`src/rtl/alarm_pkg.sv`:
```
// ============================================================================
// alarm_pkg : shared state encodings, timer width and zone masks for the
//             alarm controller.
// Rev 1.0
// ============================================================================
`default_nettype none

package alarm_pkg;

  typedef enum logic [2:0] {
    ST_DISARMED    = 3'd0,
    ST_EXIT_DELAY  = 3'd1,
    ST_ARMED       = 3'd2,
    ST_ENTRY_DELAY = 3'd3,
    ST_ALARM       = 3'd4
  } state_t;

  localparam int         c_TIMER_W      = 8;
  localparam logic [3:0] c_ZONE_DELAYED = 4'b0001;
  localparam logic [3:0] c_ZONE_INSTANT = 4'b1110;

  // Counter expires at zero, so N cycles in a state needs a load of N-1.
  function automatic logic [c_TIMER_W-1:0] timer_load(input int unsigned cycles);
    logic [31:0] w_m1;
    w_m1 = cycles - 32'd1;
    return w_m1[c_TIMER_W-1:0];
  endfunction

endpackage

`default_nettype wire

```
`src/rtl/alarm_timer.sv`:
```
// ============================================================================
// alarm_timer : 8-bit down-counter, loadable, saturating at zero.
// Rev 1.0
// ============================================================================
`default_nettype none

module alarm_timer
  import alarm_pkg::*;
(
  input  logic                 clk,
  input  logic                 rst_n,
  input  logic                 i_load,
  input  logic [c_TIMER_W-1:0] i_load_val,
  output logic                 o_expired
);

  logic [c_TIMER_W-1:0] r_count;

  always_ff @(posedge clk) begin
    if (!rst_n) begin
      r_count <= '0;
    end else if (i_load) begin
      r_count <= i_load_val;
    end else if (r_count != '0) begin
      r_count <= r_count - 1'b1;
    end
  end

  assign o_expired = (r_count == '0);

endmodule

`default_nettype wire

```
`src/rtl/alarm_controller.sv`:
```
// ============================================================================
// alarm_controller : intruder-alarm FSM with exit/entry delays, siren timeout
//                    and zone latch. Optional door chime via ALARM_CHIME_EN.
// Rev 1.0
// ============================================================================
`default_nettype none

module alarm_controller
  import alarm_pkg::*;
#(
  parameter int unsigned EXIT_DLY  = 16,
  parameter int unsigned ENTRY_DLY = 8,
  parameter int unsigned SIREN_TO  = 64
) (
  input  logic       Clock,
  input  logic       Reset_n,
  input  logic [3:0] Sensor,
  input  logic       Arm_Req,
  input  logic       Disarm_Req,
  output logic       Alarm_State,
  output logic       Armed,
  output logic [2:0] State,
  output logic [3:0] Latched_Zone,
  output logic       Arm_Fault
`ifdef ALARM_CHIME_EN
  ,
  output logic       Chime
`endif
);

  localparam logic [c_TIMER_W-1:0] c_EXIT_LD  = timer_load(EXIT_DLY);
  localparam logic [c_TIMER_W-1:0] c_ENTRY_LD = timer_load(ENTRY_DLY);
  localparam logic [c_TIMER_W-1:0] c_SIREN_LD = timer_load(SIREN_TO);

  state_t               r_state;
  state_t               w_next;
  logic                 w_load;
  logic [c_TIMER_W-1:0] w_load_val;
  logic                 w_expired;
  logic                 w_instant;
  logic                 w_delayed;
  logic [3:0]           r_latched;
  logic                 r_arm_fault;

  assign w_instant = |(Sensor & c_ZONE_INSTANT);
  assign w_delayed = |(Sensor & c_ZONE_DELAYED);

  always_ff @(posedge Clock) begin
    if (!Reset_n) begin
      r_state <= ST_DISARMED;
    end else begin
      r_state <= w_next;
    end
  end

  always_comb begin
    w_next     = r_state;
    w_load_val = '0;
    case (r_state)
      ST_DISARMED:    if (Arm_Req && (Sensor == 4'b0000)) w_next = ST_EXIT_DELAY;
      ST_EXIT_DELAY:  if (w_expired) w_next = ST_ARMED;
      ST_ARMED: begin
        if (w_instant)      w_next = ST_ALARM;
        else if (w_delayed) w_next = ST_ENTRY_DELAY;
      end
      ST_ENTRY_DELAY: if (w_instant || w_expired) w_next = ST_ALARM;
      ST_ALARM:       if (w_expired) w_next = ST_ARMED;
      default:        w_next = ST_DISARMED;
    endcase
    // Disarm beats every other event, including a simultaneous arm request.
    if (Disarm_Req) w_next = ST_DISARMED;

    case (w_next)
      ST_EXIT_DELAY:  w_load_val = c_EXIT_LD;
      ST_ENTRY_DELAY: w_load_val = c_ENTRY_LD;
      ST_ALARM:       w_load_val = c_SIREN_LD;
      default:        w_load_val = '0;
    endcase
  end

  assign w_load = (w_next != r_state);

  alarm_timer u_timer (
    .clk        (Clock),
    .rst_n      (Reset_n),
    .i_load     (w_load),
    .i_load_val (w_load_val),
    .o_expired  (w_expired)
  );

  always_ff @(posedge Clock) begin
    if (!Reset_n) begin
      r_latched   <= '0;
      r_arm_fault <= 1'b0;
    end else begin
      r_arm_fault <= (r_state == ST_DISARMED) && Arm_Req && !Disarm_Req &&
                     (Sensor != 4'b0000);
      if (r_state == ST_DISARMED && w_next == ST_EXIT_DELAY) begin
        r_latched <= '0;
      end else if (r_state == ST_ARMED || r_state == ST_ENTRY_DELAY ||
                   r_state == ST_ALARM) begin
        r_latched <= r_latched | Sensor;
      end
    end
  end

`ifdef ALARM_CHIME_EN
  logic [3:0] r_sensor_q;
  logic       r_chime;

  always_ff @(posedge Clock) begin
    if (!Reset_n) begin
      r_sensor_q <= '0;
      r_chime    <= 1'b0;
    end else begin
      r_sensor_q <= Sensor;
      r_chime    <= (r_state == ST_DISARMED) && |(Sensor & ~r_sensor_q);
    end
  end

  assign Chime = r_chime;
`endif

  assign State        = r_state;
  assign Armed        = (r_state != ST_DISARMED);
  assign Alarm_State  = (r_state == ST_ALARM);
  assign Latched_Zone = r_latched;
  assign Arm_Fault    = r_arm_fault;

endmodule

`default_nettype wire

```
`config.mk`:
```
export PLATFORM = sky130hd
export DESIGN_NAME = alarm_controller
export DESIGN_NICKNAME = d
export VERILOG_FILES = /design/src/rtl/alarm_pkg.sv /design/src/rtl/alarm_timer.sv /design/src/rtl/alarm_controller.sv
export SDC_FILE = /design/constraint.sdc
export NUM_CORES = 1
export LEC_CHECK = 0
export ABC_AREA = 1
export CAP_MARGIN = 30
export CORE_MARGIN = 2
export CORE_UTILIZATION = 51
export CTS_CLUSTER_SIZE = 30
export DETAILED_ROUTE_END_ITERATION = 10
export HOLD_SLACK_MARGIN = 0.02
export PLACE_DENSITY = 0.77
export SKIP_LAST_GASP = 1
export SLEW_MARGIN = 20
export SYNTH_ARGS = -nofsm -noshare
export SYNTH_HDL_FRONTEND = slang
export SYNTH_HIERARCHICAL = 1
export SYNTH_SLANG_ARGS = --single-unit
```
`constraint.sdc`:
```
create_clock -name Clock -period 2.62 [get_ports Clock]
set_input_delay 0.393 -clock Clock [delete_from_list [all_inputs] [get_ports Clock]]
set_output_delay 0.393 -clock Clock [all_outputs]
set_load 0.03 [all_outputs]
```
-- Word level (Yosys, flattened, before mapping)
Cells that the tools add are included.
- register bits: 16
- input bits: 8
- output and inout bits: 10
- logic and storage cells: 44
- $add $sub $neg: 1
- equal/unequal tests: 8
- muxes and demuxes: 10
- bitwise operators: 2
- reduce and logical (&&, ||, !) cells: 19
- operators by type and width (kind ; count):
    $mux 3 ; 6
    $pmux 6 s3 ; 1
    $mux 8 ; 2
    $pmux 3 s4 ; 1
    $eq 3x2->1 const B ; 3
    $logic_not 8->1 ; 1
    $reduce_bool 8->1 ; 1
    $sub 8x1->8 const B ; 1
    $eq 3x1->1 const B ; 2
    $eq 3x3->1 const B ; 2
    $logic_and 1x1->1 ; 5
    $logic_not 4->1 ; 1
    $or 4x4->4 ; 1
    $reduce_bool 4->1 ; 1
    $reduce_or 2->1 ; 2
    $logic_not 3->1 ; 1
    $logic_or 1x1->1 ; 3
    $ne 3x3->1 ; 1
    $reduce_bool 3->1 ; 1
    $reduce_or 3->1 ; 1
    $reduce_bool 2->1 ; 1
    $logic_not 1->1 ; 1
    $not 1->1 ; 1

-- Logic depth before layout (Yosys ltp)
- word-level depth: 8
- depth in mapped cells: 19
- gate-level depth less buffers: 18

-- Cells and area by module
The synthesis kept the hierarchy.
- modules (own cells, without submodules) (module ; instances ; cells an instance ; area each (um2)):
    alarm_controller ; 1 ; 95 ; 560.5
    alarm_timer ; 1 ; 70 ; 478.0

-- Worst setup path after synthesis
Ideal clock, no wire load.
- kind: register -> register
- from: register u_timer.r_count[0]
- to: register u_timer.r_count[6]
- library setup time: 118 ps
- arrival: 2049 ps
- required time: 2502 ps
- slack: 454 ps
- stages on the path, launching flop included: 19
- buffers on the path: 1
- period minus slack after synthesis: 2166 ps
- cells stage by stage: dfxtp_1 > inv_1 > ha_1 > nand2_2 > nor2_8 > inv_1 > nand3_1 > nand2_1 > nand3_2 > nand2_2 > nand2_1 > nand2_1 > nor2_1 > nand2_1 > buf_2 > inv_2 > o21ai_1 > a21oi_1 > nor2_1
- longest elaborated chain between the ends: 7
- RTL lines (item ; RTL line ; text):
    start, declared ; alarm_timer.sv:17 ; logic [c_TIMER_W-1:0] r_count;
    start signal, assigned ; alarm_timer.sv:23 ; r_count <= i_load_val;
    start signal, assigned ; alarm_timer.sv:25 ; r_count <= r_count - 1'b1;
    $logic_not 8->1 * ; alarm_timer.sv:29 ; assign o_expired = (r_count == '0);
    via w_expired ; alarm_controller.sv:39 ; logic w_expired;
    $logic_or 1x1->1 ; alarm_controller.sv:66 ; ST_ENTRY_DELAY: if (w_instant || w_expired) w_next = ST_ALARM;
    $mux 3 ; alarm_controller.sv:66 ;
    $pmux 3 s4 * ; alarm_controller.sv:59 ; case (r_state)
    $mux 3 * ; alarm_controller.sv:71 ; if (Disarm_Req) w_next = ST_DISARMED;
    $ne 3x3->1 * ; alarm_controller.sv:81 ; assign w_load = (w_next != r_state);
    via w_load ; alarm_controller.sv:37 ; logic w_load;
    $mux 8 or $reduce_bool 2->1 (tied branches) ; n/a ;
The timed path passes the listed nets; every way through them passes the cells marked *. The select of a mux whose other input is x is not followed.
A chain may end at the register's enable or synchronous reset.

-- Worst setup path in the final report
Ends and elaborated chain as after synthesis.

==> impl_metrics.toml <==
[yosys]
syn_area_um2 = 1040
synth_top_flop_cell = "dfxtp_1"
ys_types = 24
ys_warn_count = 6
synth_cells = 165
synth_area_per_cell_um2 = 6.29
ys_seq_area_frac = 0.308
ys_async_sr_fraction = 0
synth-edff-count = 0
yosys_register_bits = 16

[worst_setup_path]
cp.required_ns = 2.81
cp-end-kind = "register"
arrival_ns = 2.52
max_stage_delay_ns = 0.32
crit_chain = "inv_1 -> ha_2 -> nand2_2 -> nor2_8 -> inv_1 -> nand3_2 -> nand2_1 -> nand3_2 -> nand2_2 -> nand2_1 -> nand2_1 -> nor2_1 -> nand2_2 -> inv_4 -> o21ai_1 -> a21oi_1 -> nor2_1"
worstPathMaxFanout = 9
crit_type = "reg2reg"
slowest_stage = "dfxtp_1"
cp-start-kind = "register"

[placed_design]
dp_slack_ns = 0.137
hpwlAfterDp_um = 1830
io_buffers = 17
gp_congestion = 0.883
placed_area_um2 = 1230

[pwr]
powerDensity_nw_per_um2 = 786
p_int_uw = 571
switching_share = 0.432
p_seq_frac = 0.341
p_clk_frac = 0.167
leakage_nw = 0.589
power_switching_uw = 434
combinationalPowerShare = 0.492
p_total_mw = 1.01
vdd_drop_max_mv = 0.651

[route]
antenna_left = 0
viasPerCell = 5.02
dr.pass1.iters = 4
finalWirelength_um = 2320
routedWlPerCell_um = 10.9
drcViolationCount = 0
num_vias = 1065
drtIter0Drc = 27

[status]
status = "finished, final reports clean"

[floorplan]
start_util = 0.535
die_w_um = 49.1
die_area_um2 = 2410
coreArea_um2 = 1940
ios = 18
die_y_um = 49.1
row_count = 16

[finish]
syn2layout_area_growth_pct = 23.1
drive_gt1_frac = 0.157
diodes = 0
final_cell_mix = "nand2_1 (33), nor2_1 (33), clkdlybuf4s50_1 (17)"
layout.nets = 195
post-route-util = 0.659
finalInstanceArea_um2 = 1280

[global_route]
globalRoute.totalOverflow = 0
grt_pass1_wl_um = 4150
antenna_found_initial = 0
grt_max_degree = 10
grt_usage = 0.216
grt_pass1_vias = 980

[clock_network]
cts_tree = "built"
cts_setup_buffers = 0
clock_path_buffers = 2
cts_root_buf = "clkbuf_4"
cts_sinks = 16
clkSlewWorstSetupHoldPaths_ns = 0.10
htree_levels = 1
cts_hold_buffers = 0
cts_buffers = 3
clk_latency_ns = 0.29

[timing]
setup_ws_ns = 0.289
period_minus_slack_ns = 2.33
slew_viol_final = 0
hold_viol_final = 0
skew_ns = 0.00126
fmax_mhz = 429
rsz0062_at_grt = "false"
finalSetupViolations = 0
tns_ns = 0
finalCritPeriodShare = 0.890

[run]
drv_cap = 0

[min_path]
hold_path.class = "reg2reg"
==> cell usage after synthesis, types with 2 or more instances <==
cell | count | area share
nand2_1 | 34 | 0.12
nor2_1 | 33 | 0.12
nand4_1 | 2 | 0.012
inv_2 | 5 | 0.018
nand3_1 | 14 | 0.067
nor2_2 | 5 | 0.030
nand2_2 | 7 | 0.042
o21ai_0 | 2 | 0.0096
dfxtp_1 | 16 | 0.31
inv_1 | 15 | 0.054
o21ai_1 | 5 | 0.024
nand3_2 | 2 | 0.019
a21oi_1 | 9 | 0.043
nor3_1 | 5 | 0.024
xnor2_1 | 2 | 0.017
==> logic make-up after synthesis <==
kind of cell | Yosys count | synth area share
buf+inv | 22 | 0.0879
fa+ha+maj | 1 | 0.0120
other cells | 1 | 0.00361
compound gates | 17 | 0.0843
xor+xnor | 3 | 0.0253
flops | 16 | 0.308
simple gates | 105 | 0.478
==> worst max-delay path, delay by kind of cell, from the launching register on <==
| kind | cells | cell delay [ns] |
|---|---|---|
| buffers and inverters | 3 | 0.38 |
| flip-flops | 1 | 0.32 |
| AO/OA/AOI/OAI | 2 | 0.20 |
| AND/OR/NAND/NOR | 11 | 1.10 |
| adder cells (fa/ha/maj) | 1 | 0.23 |
==> power by group through the flow <==
stage          Sequential (mW)  Combinational, mW  Clock, mW
2_1_floorplan            0.337              0.394          0
3_3_place_gp             0.348              0.472          0
3_5_place_dp             0.347              0.487          0
4_1_cts                  0.342              0.488      0.174
5_1_grt                  0.350              0.573      0.182
6_report                 0.343              0.494      0.168
==> what timing repair did <==
action | 4_1_cts | 5_1_grt
resized for setup | 0 | 4
endpoints found under the hold margin | 0 | 0
setup endpoints to repair | 0 | 8
==> flip-flops by register name, summed over array words and instances, names as in the netlist <==
signal           count
Arm_Fault            1
u_timer/r_count      8
State                3
Latched_Zone         4
==> stage by stage <==
step           instances  hold WS (ns)
2_1_floorplan        166         0.476
3_3_place_gp         208         0.464
3_5_place_dp         208         0.479
4_1_cts              212         0.504
5_1_grt              212         0.524
6_report             212         0.499
==> layout make-up <==
class / instances / area [µm²]
clock buffer: 4 / 36.3
timing repair buffer: 17 / 170
multi-input combinational: 128 / 641
tap: 27 / 33.8
inverter: 20 / 77.6
sequential: 16 / 320
fill: 196 / 663
==> path summary, 6_finish.rpt <==
| check | to | slack (ns) | start | cells past startpoint |
|---|---|---|---|---|
| worst min register to register | Latched_Zone[3] | 0.50 | Latched_Zone[3] | 2 |
| worst min-delay path | Latched_Zone[3] | 0.50 | Latched_Zone[3] | 2 |
| worst max register to register | u_timer/r_count[6] | 0.29 | u_timer/r_count[0] | 17 |
| worst max-delay path | u_timer/r_count[6] | 0.29 | u_timer/r_count[0] | 17 |
==> routing by layer <==
| metal | wire length [µm] | up-vias | share of wire | track usage |
|---|---|---|---|---|
| met5 | 0 | - | 0 | 0 |
| met4 | 21 | 0 | 0.0091 | 0.0571 |
| met3 | 152 | 4 | 0.066 | 0.0368 |
| met2 | 1030 | 30 | 0.44 | 0.320 |
| met1 | 1120 | 469 | 0.48 | 0.322 |
| li1 | - | 562 | - | - |
Note: power is estimated with default switching activity, not from simulation.
==> RTL change (same settings) <==
Add a define of `ALARM_CHIME_EN`.
--- a/src/rtl/alarm_controller.sv
+++ b/src/rtl/alarm_controller.sv
@@ -6,2 +6,4 @@
 `default_nettype none
+
+`define ALARM_CHIME_EN
 
Check against the original RTL (old outputs only; new: Chime): equivalent (Yosys induction, for registers that start in step).
==> RTL change against the original RTL <==
Final cell count grew 9.9%. Final area rose by 12%. Sequential cell count is 5 higher. Setup slack got worse by 150 ps. Power up 10%. Global-route usage shrank 1.3 points. Critical path depth fell by 1. Count of clock-buffer cells in the layout shrank 1. Area after synthesis rose by 14%. Wire length grew 14%. Critical path type unchanged. Critical endpoint is now u_timer/r_count[2]$_SDFFE_PN0P_. Highest routed layer unchanged.
==> RTL change: results <==
[run_status]
status = "finished, final reports clean"

[cells_and_area]
instances_no_fill = 233
final-nonclk-buf-share = 0.126
layout.nets = 215
largest_reg_flops = 8
clkbuf_count = 3
num-nonclk-inverters = 25
n_all_buffers = 18
regArea_um2 = 420
clkCellAreaFrac = 0.0192
seq_cells = 21
seq_share = 0.294
multi_input_area_share = 0.469
drive_above_1_share = 0.117
nMultiInputCombCells = 137
fillers = 186

[synthesis]
ys_types = 25
synth_common_cells = "nand2_1, nor2_1, inv_1, dfxtp_1, nand3_1"
synthCells = 183
synthXorXnorAreaFrac = 0.0222
synth_compound_area_frac = 0.0858
synthAdderAreaFrac = 0.0106
synthTopCellsByArea = "dfxtp_1, nand2_1, nor2_1"
synth.cell_area_mm2 = 0.00118
synth_seq_area_share = 0.356

[route]
routedWlPerCell_um = 11.4
drt_iter0_markers = 61
viasPerCell = 5.18

[global_route]
grt_usage = 0.203
grt_max_degree = 13
grt_pass1_vias = 951
antenna_found_initial = 0
grt_pass1_wl_um = 4120

[critical_path]
critPathTopFamily = "simple AND/OR/NAND/NOR gates"
critPathMaxFanout = 6
worst_ep_arrival_time_ps = 2700

[placement]
port_buffers = 18
place_area_mm2 = 0.00138
place_congestion = 0.911
dp_hpwl_um = 1990
dp_slack_ps = 55.2

[sta]
clock_skew_ps = 12.2

[cts]
path_clk_slew_ps = 120

[pwr]
vdd_drop_max_mv = 0.693
swShare = 0.431
p_int_mw = 0.630
seq-power_mw = 0.424
p_leak_nw = 0.689

[min_path]
hp-start = "Latched_Zone[1]$_SDFFE_PP0P_"
-- RTL change: cell count changes after synthesis --
cell and change:
dfxtp_1 +5, nand2_1 +6, inv_1 +7, nand3_1 -1, nor2_2 -1, a211oi_1 +1
nand2_2 -1, nor3_1 +1, o22ai_1 +1, nor2_4 -1, nor2_1 +3, inv_2 -2
-- RTL change: timing repair --
item / CTS / global route
hold buffers: 0 / 0
setup endpoints to repair: 0 / 8
resized for setup: 0 / 5
-- RTL change: layer usage --
metal | part of all wire | global-route usage
met1 | 0.47 | 0.283
met2 | 0.43 | 0.319
met3 | 0.072 | 0.0489
met4 | 0.032 | 0.0395
met5 | 0 | 0
-- RTL change: worst paths after layout --
path	to	slack, ps	cells past startpoint
max	u_timer/r_count[2]$_SDFFE_PN0P_	140	16
min	Latched_Zone[1]$_SDFFE_PP0P_	500	2
max reg2reg	u_timer/r_count[2]$_SDFFE_PN0P_	140	16
min reg2reg	Latched_Zone[1]$_SDFFE_PP0P_	500	2
